$ cat src/rtl/obuft_drv.sv
// rtl/obuft_drv.sv - half-duplex frame serializer driving a tri-state buffer's I/T pins
//
// Ports:
//   C     in   clock, rising edge
//   R     in   synchronous active-high reset
//   DIN   in   [WIDTH] byte to enqueue
//   WR    in   enqueue strobe (accepted when not FULL, or when a pop frees a slot)
//   FULL  out  FIFO holds DEPTH entries
//   BUSY  out  frame engine not idle or FIFO non-empty
//   DONE  out  one-cycle pulse while the stop bit is on the line
//   TO_I  out  buffer data pin
//   TO_T  out  buffer tri-state pin, 1 = released (high-Z)
//
// Optional feature macro: OBUFT_DRV_PARITY_EN (even parity bit between data and stop).

module obuft_drv #(
    parameter int WIDTH = 8,
    parameter int DEPTH = 4,
    parameter int TURN  = 2
) (
    input  logic             C,
    input  logic             R,
    input  logic [WIDTH-1:0] DIN,
    input  logic             WR,
    output logic             FULL,
    output logic             BUSY,
    output logic             DONE,
    output logic             TO_I,
    output logic             TO_T
);

    localparam int AW = $clog2(DEPTH);
    localparam int BW = (WIDTH > 1) ? $clog2(WIDTH) : 1;
    localparam int TW = (TURN > 1) ? $clog2(TURN) : 1;

`ifdef OBUFT_DRV_PARITY_EN
    typedef enum logic [2:0] {IDLE, START, DATA, PAR, STOP, GAP} state_t;
`else
    typedef enum logic [2:0] {IDLE, START, DATA, STOP, GAP} state_t;
`endif

    state_t state, state_nxt;

    logic [WIDTH-1:0] mem [DEPTH];
    logic [AW:0]      wr_ptr, rd_ptr, wr_ptr_nxt, rd_ptr_nxt;
    logic [WIDTH-1:0] shift;
    logic [BW-1:0]    bit_cnt;
    logic [TW-1:0]    turn_cnt;
    logic             fifo_empty, fifo_full, pop, push;
    logic             to_t_c, to_i_c, done_c;
`ifdef OBUFT_DRV_PARITY_EN
    logic             parity;
`endif

    assign fifo_empty = (wr_ptr == rd_ptr);
    assign fifo_full  = (wr_ptr[AW] != rd_ptr[AW]) && (wr_ptr[AW-1:0] == rd_ptr[AW-1:0]);
    assign pop        = (state == IDLE) && !fifo_empty;
    // A pop on the same edge frees a slot, so a write into a full FIFO is still taken.
    assign push       = WR && (!fifo_full || pop);
    assign wr_ptr_nxt = wr_ptr + (AW+1)'(push);
    assign rd_ptr_nxt = rd_ptr + (AW+1)'(pop);

    always_ff @(posedge C) begin
        if (R) begin
            state <= IDLE;
        end else begin
            state <= state_nxt;
        end
    end

    // Line levels are decoded from the current state and registered below, so
    // TO_T and TO_I always change together on one edge.
    always_comb begin
        state_nxt = state;
        to_t_c    = 1'b1;
        to_i_c    = 1'b1;
        done_c    = 1'b0;
        case (state)
            IDLE: begin
                if (!fifo_empty) state_nxt = START;
            end
            START: begin
                to_t_c    = 1'b0;
                to_i_c    = 1'b0;
                state_nxt = DATA;
            end
            DATA: begin
                to_t_c = 1'b0;
                to_i_c = shift[0];
                if (bit_cnt == BW'(WIDTH-1)) begin
`ifdef OBUFT_DRV_PARITY_EN
                    state_nxt = PAR;
`else
                    state_nxt = STOP;
`endif
                end
            end
`ifdef OBUFT_DRV_PARITY_EN
            PAR: begin
                to_t_c    = 1'b0;
                to_i_c    = parity;
                state_nxt = STOP;
            end
`endif
            STOP: begin
                to_t_c    = 1'b0;
                to_i_c    = 1'b1;
                done_c    = 1'b1;
                state_nxt = GAP;
            end
            GAP: begin
                if (turn_cnt == TW'(TURN-1)) state_nxt = IDLE;
            end
            default: begin
                state_nxt = IDLE;
            end
        endcase
    end

    always_ff @(posedge C) begin
        if (!R && push) begin
            mem[wr_ptr[AW-1:0]] <= DIN;
        end
    end

    always_ff @(posedge C) begin
        if (R) begin
            wr_ptr   <= '0;
            rd_ptr   <= '0;
            shift    <= '0;
            bit_cnt  <= '0;
            turn_cnt <= '0;
            FULL     <= 1'b0;
            BUSY     <= 1'b0;
            DONE     <= 1'b0;
            TO_I     <= 1'b1;
            TO_T     <= 1'b1;
`ifdef OBUFT_DRV_PARITY_EN
            parity   <= 1'b0;
`endif
        end else begin
            wr_ptr <= wr_ptr_nxt;
            rd_ptr <= rd_ptr_nxt;
            if (pop) begin
                shift <= mem[rd_ptr[AW-1:0]];
`ifdef OBUFT_DRV_PARITY_EN
                parity <= ^mem[rd_ptr[AW-1:0]];
`endif
            end else if (state == DATA) begin
                shift <= shift >> 1;
            end
            bit_cnt  <= (state == DATA) ? bit_cnt + BW'(1) : '0;
            turn_cnt <= (state == GAP) ? turn_cnt + TW'(1) : '0;
            // FULL/BUSY reflect the post-edge FIFO and state so they track WR immediately.
            FULL <= (wr_ptr_nxt[AW] != rd_ptr_nxt[AW]) &&
                    (wr_ptr_nxt[AW-1:0] == rd_ptr_nxt[AW-1:0]);
            BUSY <= (state_nxt != IDLE) || (wr_ptr_nxt != rd_ptr_nxt);
            DONE <= done_c;
            TO_I <= to_i_c;
            TO_T <= to_t_c;
        end
    end

endmodule

$ cat config.mk
export PLATFORM = sky130hd
export DESIGN_NAME = obuft_drv
export DESIGN_NICKNAME = d
export VERILOG_FILES = /design/src/rtl/obuft_drv.sv
export SDC_FILE = /design/constraint.sdc
export NUM_CORES = 1
export LEC_CHECK = 0
export ABC_AREA = 1
export CORE_AREA = 2 2 77 79
export DETAILED_ROUTE_END_ITERATION = 12
export DIE_AREA = 0 0 79 81
export MAX_ROUTING_LAYER = met4
export SLEW_MARGIN = 20
export SYNTH_ARGS = -nofsm -noshare
export SYNTH_HDL_FRONTEND = slang
export SYNTH_SLANG_ARGS = --single-unit
$ cat constraint.sdc
create_clock -name C -period 5.6 [get_ports C]
set_input_delay 0.56 -clock C [delete_from_list [all_inputs] [get_ports C]]
set_output_delay 0.56 -clock C [all_outputs]
set_load 0.02 [all_outputs]
* After elaboration in Yosys (flattened, before gate mapping)
Memories as Yosys holds them, arrays and structs flattened. A register that Yosys moved wholly into a read port is not among the register bits.
Cells that the tools add are included.
** Cells by class
- Bitwise operators :: 2
- Add/sub/neg operators :: 4
- Eq/ne operators :: 11
- Multiplexer cells :: 12
- Reduce and logical (&&, ||, !) cells :: 16
** Operator list (count)
- 8-bit two-way mux :: 2
- 3-bit one-hot mux with 5 select lines :: 1
- 3-bit two-way mux :: 3
- 3-bit by 1-bit adder with 3-bit output :: 2
- 3-bit by 2-bit == test with 1-bit output, second input constant :: 2
- 3-bit == test, second input constant :: 2
- 1-bit logical AND :: 5
- 2-bit == test :: 2
- 1-bit two-way mux :: 4
- 2-bit OR reduction :: 2
- 3-bit by 1-bit adder with 3-bit output, second input constant :: 1
- 3-bit by 1-bit == test with 1-bit output, second input constant :: 1
- 3-bit == test :: 1
- 1-bit zero test :: 3
- 3-bit zero test :: 1
- 3-bit inequality test :: 1
- 3-bit nonzero test :: 1
- 3-bit OR reduction :: 1
- 1-bit logical OR :: 2
- 2-bit two-way mux :: 1
- 1-bit inequality test :: 2
- 1-bit inverter :: 2
- 1-bit one-hot mux with 2 select lines :: 1
- 2-bit nonzero test :: 1
- 1-bit adder, second input constant :: 1
** Word-level totals
- Flip-flop bits (word level) :: 26
- Logic and storage cells :: 57
- Memory bits (writable) :: 32
- Memories kept :: 1
- Input bits :: 11
** Memory list
- mem :: words 4, width 8, rd ports 1, clocked after Yosys merged registers in 1, wr ports 1, line 44 : logic [WIDTH-1:0] mem [DEPTH];

* Longest topological paths before layout
Gate-level depths: netlist (run 1).
- Word-level depth :: 8
- Gate-level depth with buffers :: 15
- Depth with buffers taken out :: 14

* Least setup slack after synthesis (run 1)
Ideal clock, no wire load.
- Path kind :: register to register
- From :: register rd_ptr[1]
- To :: register BUSY
- Stages on the path, launching flop included :: 14
- Clock period less this slack :: 2018 ps
- Buffers on the path :: 1
- Setup slack :: 3582 ps
- Arrival :: 1957 ps
- Path through :: dfxtp_1 -> buf_6 -> xnor2_2 -> nand3_4 -> nand2_4 -> inv_1 -> ha_1 -> ha_1 -> xnor2_1 -> inv_1 -> or2_2 -> nand3_1 -> nand2_1 -> nand3_1
** Between the ends
- Longest elaborated chain between the ends :: 8
** RTL lines
- start, declared :: line 45 : logic [AW:0] wr_ptr, rd_ptr, wr_ptr_nxt, rd_ptr_nxt;
- start signal, assigned :: line 143 : rd_ptr <= rd_ptr_nxt;
- 3-bit == test / 2-bit == test (equally long branches) :: line 55, 56
- 1-bit zero test / 1-bit logical AND (equally long branches)
- 1-bit logical AND / 1-bit zero test (equally long branches) :: line 57, 59
- 1-bit logical OR :: line 59 : assign push = WR && (!fifo_full || pop);
- 1-bit logical AND :: line 59
- 3-bit by 1-bit adder with 3-bit output :: line 60 : assign wr_ptr_nxt = wr_ptr + (AW+1)'(push);
- 3-bit inequality test :: line 157 : BUSY <= (state_nxt != IDLE) || (wr_ptr_nxt != rd_ptr_nxt);
- 1-bit logical OR * :: line 157
- end signal, assigned :: line 157
- end, declared :: line 26 : output logic BUSY,
Every way passes the cells marked *; elsewhere a longest branch is shown, timed or not.
A chain may end at the register's enable or synchronous reset.

* Worst setup path in the final report (run 1)
- From :: register rd_ptr[0]
- To :: register BUSY
The elaborated chain is that of the path after synthesis.

==> qor.yml, run 1 <==
cts_resized: 0
crit_type: "flip-flop to flip-flop"
grt_usage_pct: 16.71
avgRoutedWirePerCell_um: 12.17
io_pins: 16
syn-num-nets: 296
synth_cells: 279
cts_tree: "built"
grt_pass1_vias: 1542
min_path_type: "flip-flop to flip-flop"
start_util_pct: 45.04
synth_warnings: 0
yosys.cell_types.count: 27
clk_pin_slew_ns: 0.06
syn_avg_cell_area_um2: 9.162
yosysSeqAreaShare_pct: 57.95
syn_area_um2: 2556
hold_viol: 0
p_seq_share_pct: 43.7
finalSetupTns_ns: 0
antenna_cells: 0
drc: 0
final_util_pct: 51.81
syn_to_final_growth_pct: 15.03
std_cell_rows: 28
rsz0062_at_grt: "false"
via_per_inst: 4.522
firstDrtPassIters: 4
worst-path-buf-inv: 2
ant_nets: 0
fill_cells: 539
synth_top_area_share_pct: 37.59
tightest_slew_ns: 0.6588
vias: 1714
clock_path_buffers: 2
grt_pass1_wl_um: 7417
ctsHoldBuffers: 0
end_kind: "flip-flop"
clock_latency_ns: 0.34
cts_sinks: 58
h-tree-depth: 3
finalCritPeriodShare_pct: 44.27
drt-total-wl_um: 4611
switchingPower_uw: 413.2
synth_top_area_cell: "edfxtp_1"
cpLargestDelayFamily: "simple AND/OR/NAND/NOR gates"
cp_max_fo: 19
worst_setup_path_start_kind: "flip-flop"
clockRootBuffer: "clkbuf_8"
drive_gt1_share_pct: 9.211
clkPwrFrac_pct: 29.1
p_leak_uw: 0.001296
finalCriticalPeriod_ns: 2.479
antenna_found_initial: 0
seqCellArea_um2: 1481
io_buffers: 15
maxSlewViolCount: 0
ir_worst_vdd_v: 0.0001982
layout.nets: 316
max_freq_mhz: 403.4
multi_input_area_um2: 804.5
die_w_um: 79
cts_made_buffers: 9
synthTopCellsByArea: "edfxtp_1, dfxtp_1, nand2_1"
relSlewSlack_pct: 56.02
cp.required_ns: 5.88
dpl.hpwl_um: 3408
maxCapViolCount: 0
power_frac_comb_pct: 27.2
setup_viol: 0
post-cts-setup-buffers: 0
die_h_um: 81
critPathSlowestCell: "dfxtp_1"
p_per_area_nw_per_um2: 428.0
grt_max_degree: 20
path_cells: "nand2_1 > nand2_2 > nand3_4 > nand2_4 > inv_1 > ha_1 > ha_1 > xnor2_1 > inv_1 > or2_2 > nand3_1 > nand2_1 > nand3_1"
gr-total-overflow: 0
switching_share_pct: 32.84
synth-seq-cells: 58
core_area_um2: 5675
max_stage_delay_ns: 0.74
dr.first_iter.drc_count: 136
cp.arrival_ns: 2.75
gp_congestion: 0.8343
intPower_uw: 845.2
dieArea_um2: 6399
outcome: "completed"
clock_skew_ns: 0.01062
-- worst paths after layout --
| kind | startpoint | depth (start not counted) | slack (ns) | endpoint |
|---|---|---|---|---|
| worst max-delay path | rd_ptr[0]$_SDFF_PP0_ | 13 | 3.12 | BUSY$_SDFF_PP0_ |
| worst min-delay path | bit_cnt[0]$_SDFF_PP0_ | 1 | 0.42 | bit_cnt[0]$_SDFF_PP0_ |
| worst max register to register | rd_ptr[0]$_SDFF_PP0_ | 13 | 3.12 | BUSY$_SDFF_PP0_ |
| worst min register to register | bit_cnt[0]$_SDFF_PP0_ | 1 | 0.42 | bit_cnt[0]$_SDFF_PP0_ |
-- power by group through the flow --
stage / registers [uW] / logic [uW] / clock network (uW)
after floorplan: 548 / 281 / 0
after global placement: 559 / 341 / 0
after detailed placement: 559 / 345 / 0
after global routing: 558 / 391 / 395
final: 550 / 342 / 367
after CTS: 550 / 346 / 376
-- registers in the layout, summed over array words and instances (netlist names) --
| register | cells |
|---|---|
| mem | 32 |
| shift | 8 |
| bit_cnt | 3 |
| rd_ptr | 3 |
| state | 3 |
| wr_ptr | 3 |
| BUSY | 1 |
| DONE | 1 |
| FULL | 1 |
| TO_I | 1 |
| TO_T | 1 |
| turn_cnt | 1 |
-- area by class of cell --
class	instances	share of cell area, %
clock inverters	2	0.3404
clock buffers	14	6.255
well taps	75	3.191
inverters	57	7.362
flip-flops and latches	58	50.38
repair buffers	15	5.106
multi-input cells	158	27.36
-- worst register-to-register path, stage by stage (launching register included) --
cell and delay, ns:
dfxtp_1 0.74, nand2_1 0.13, nand2_2 0.13, nand3_4 0.12, nand2_4 0.15, inv_1 0.07
ha_1 0.18, ha_1 0.19, xnor2_1 0.18, inv_1 0.07, or2_2 0.29, nand3_1 0.07
nand2_1 0.05, nand3_1 0.06
-- routing by layer --
layer | vias up | GRT usage, % | share of wire [%]
met2 | 28 | 25.59 | 47
met3 | 10 | 5.333 | 3.6
met1 | 759 | 20.04 | 47
met5 | - | - | 0
met4 | 0 | 8.276 | 2.1
li1 | 917 | - | -
-- placed cells by master, fill, tap and decap left out, drive strengths merged --
cell type | Yosys | layout
nand2 | 74 | 74
inv | 56 | 56
nand3 | 36 | 36
edfxtp | 32 | 32
dfxtp | 26 | 26
nor2 | 21 | 21
clkdlybuf4s50 | 0 | 15
clkbuf | 1 | 14
a21oi | 11 | 11
ha | 6 | 6
xnor2 | 3 | 3
clkinv | 1 | 3
o21ai | 2 | 2
and2 | 1 | 1
nand4 | 1 | 1
or2 | 1 | 1
xor2 | 1 | 1
o22ai | 1 | 1
-- cell usage after synthesis --
master,count
inv_1,54
edfxtp_1,32
buf_2,1
and2_4,1
nor2_1,19
nor2_4,1
nor2_2,1
dfxtp_1,26
clkbuf_1,1
nand2_4,2
nand2_1,69
nand3_4,2
nand3_1,34
buf_6,4
xnor2_1,2
o21ai_0,2
nand4_1,1
xor2_1,1
a21oi_1,11
inv_4,1
or2_2,1
o22ai_1,1
xnor2_2,1
clkinv_1,1
inv_2,1
nand2_2,3
ha_1,6
-- stage by stage --
| step | std cells | total power, uW | hold WS, ns | setup slack, ns | cell area (um2) |
|---|---|---|---|---|---|
| 2_1_floorplan | 279 | 828.7 | 0.3992 | 3.582 | 2556 |
| 3_3_place_gp | 363 | 900.3 | 0.4112 | 3.089 | 2746 |
| 3_5_place_dp | 363 | 904.1 | 0.4198 | 3.026 | 2746 |
| 4_1_cts | 379 | 1272 | 0.4276 | 3.112 | 2940 |
| 5_1_grt | 379 | 1344 | 0.4437 | 2.892 | 2940 |
| 6_report | 379 | 1258 | 0.4228 | 3.121 | 2940 |
-- kinds of logic after synthesis --
group / Yosys count / share of synthesized area (%)
flops: 58 / 57.95
simple gates: 134 / 24.08
xor+xnor: 4 / 1.665
fa+ha+maj: 6 / 2.937
compound gates: 14 / 2.790
buf+inv: 63 / 10.57
No activity file was read; power rests on OpenSTA's default activity.
==> run 2, diff against run 1 <==
==> constraint.sdc (replaced) <==
create_clock -name C -period 2.45 [get_ports C]
set_input_delay 0.245 -clock C [delete_from_list [all_inputs] [get_ports C]]
set_output_delay 0.245 -clock C [all_outputs]
set_load 0.02 [all_outputs]
==> qor.yml, run 2 (synthesis gave the netlist of run 1 again) <==
outcome: "completed"
finalCriticalPeriod_ns: 2.145
max_freq_mhz: 466.2
h-tree-depth: 3
dpl.hpwl_um: 3194
finalSetupTns_ns: 0
start_util_pct: 45.04
die_h_um: 81
tightest_slew_ns: 0.4097
cts_resized: 0
clk_pin_slew_ns: 0.07
cp.required_ns: 2.74
ctsHoldBuffers: 0
place_area_um2: 2799
gr-total-overflow: 0
layout.nets: 323
worst_setup_path_start_kind: "flip-flop"
final_common_cell: "nand2_1"
drc: 0
clock_skew_ns: 0.006430
p_per_area_nw_per_um2: 1002
firstDrtPassIters: 4
fill_cells: 542
clock_latency_ns: 0.34
cts_made_buffers: 9
core_area_um2: 5675
final_util_pct: 53.00
grt_pass1_wl_um: 7803
grt_usage_pct: 17.27
io_buffers: 15
final_cell_area_um2: 3008
cts_sinks: 58
vias: 1777
reg2reg_depth: 14
cp.arrival_ns: 2.43
maxSlewViolCount: 0
end_kind: "flip-flop"
ir_worst_vdd_v: 0.0004635
antenna_cells: 0
final_cell_mix: "nand2_1, inv_1, nand3_1"
min_path_type: "flip-flop to flip-flop"
ant_nets: 0
maxCapViolCount: 0
grt_pass1_vias: 1703
crit_type: "flip-flop to flip-flop"
die_w_um: 79
io_pins: 16
setup_viol: 0
hold_ws_ns: 0.4238
relSlewSlack_pct: 72.60
hold_viol: 0
dr.first_iter.drc_count: 67
holdPathStages: 1
dieArea_um2: 6399
std_cell_rows: 28
drt-total-wl_um: 4701
cp_max_fo: 17
p_leak_uw: 0.001335
gp_congestion: 0.7646
drive_gt1_share_pct: 11.25
finalCritPeriodShare_pct: 87.54
grt_max_degree: 18
clock_path_buffers: 2
post-cts-setup-buffers: 0
clockRootBuffer: "clkbuf_8"
avgRoutedWirePerCell_um: 12.18
rsz0062_at_grt: "false"
largest_register_ffs: 32
via_per_inst: 4.604
antenna_found_initial: 0
syn_to_final_growth_pct: 17.67
cts_tree: "built"
==> run 2: cell count changes in the layout (fill, tap and decap cells not counted) <==
cell | previous run | this run
buf_4 | 0 | 7
bufinv_16 | 0 | 2
clkbuf_1 | 2 | 1
clkbuf_16 | 1 | 0
clkbuf_8 | 11 | 9
clkinv_1 | 1 | 2
clkinvlp_4 | 0 | 1
==> run 2: final cells by class <==
type                       count  area (um2)  share of cell area (%)
inverter                      57       216.5                   7.196
clock buffer                  10       127.6                   4.243
tap                           75       93.84                   3.120
sequential                    58        1481                   49.25
timing repair buffer          22       202.7                   6.739
clock inverter                 6       81.33                   2.704
multi-input combinational    158       804.5                   26.75
==> run 2: critical path, stage by stage, from the launching register on <==
cell and delay, ns:
dfxtp_1 0.35, inv_4 0.17, nand2_2 0.07, nand2_2 0.09, nand3_4 0.13, nand2_4 0.14, inv_1 0.07, ha_1 0.18
ha_1 0.18, xnor2_1 0.18, inv_1 0.07, or2_2 0.29, nand3_1 0.07, nand2_1 0.05, nand3_1 0.06
==> run 2: stage by stage <==
| step | power (uW) | setup WS, ns | cells |
|---|---|---|---|
| floorplan | 1894 | 0.4319 | 279 |
| global placement | 2087 | 0.3378 | 370 |
| detailed placement | 2099 | 0.3020 | 370 |
| CTS | 3047 | 0.2826 | 386 |
| global route | 3226 | 0.05774 | 386 |
| finish | 3013 | 0.3052 | 386 |
==> run 2: path summary, 6_finish.rpt <==
kind	startpoint	end	slack (ns)
hold reg to reg	bit_cnt[0]$_SDFF_PP0_	bit_cnt[0]$_SDFF_PP0_	0.42
setup / recovery	rd_ptr[0]$_SDFF_PP0_	BUSY$_SDFF_PP0_	0.31
setup reg to reg	rd_ptr[0]$_SDFF_PP0_	BUSY$_SDFF_PP0_	0.31
hold / removal	bit_cnt[0]$_SDFF_PP0_	bit_cnt[0]$_SDFF_PP0_	0.42
==> run 2: layer usage <==
metal | GRT usage (%) | part of all wire, %
met4 | 9.138 | 1.1
met1 | 19.60 | 44
met5 | - | 0
met3 | 4.444 | 4.4
met2 | 28.31 | 50
==> run 2: where the power goes <==
| part | total (uW) | switching, uW | internal [uW] |
|---|---|---|---|
| registers | 1220 | 68.6 | 1150 |
| logic | 850 | 535 | 315 |
| clock network | 941 | 376 | 565 |
| total | 3010 | 980 | 2030 |
==> run 3, diff against run 2 <==
--- a/config.mk
+++ b/config.mk
@@ -7,6 +7,7 @@
 export LEC_CHECK = 0
 export ABC_AREA = 1
 export CORE_AREA = 2 2 77 79
+export CTS_CLUSTER_DIAMETER = 200
 export DETAILED_ROUTE_END_ITERATION = 12
 export DIE_AREA = 0 0 79 81
 export MAX_ROUTING_LAYER = met4
==> results of run 3 <==
Final layout, timing and power as in run 2 (identical DEF).
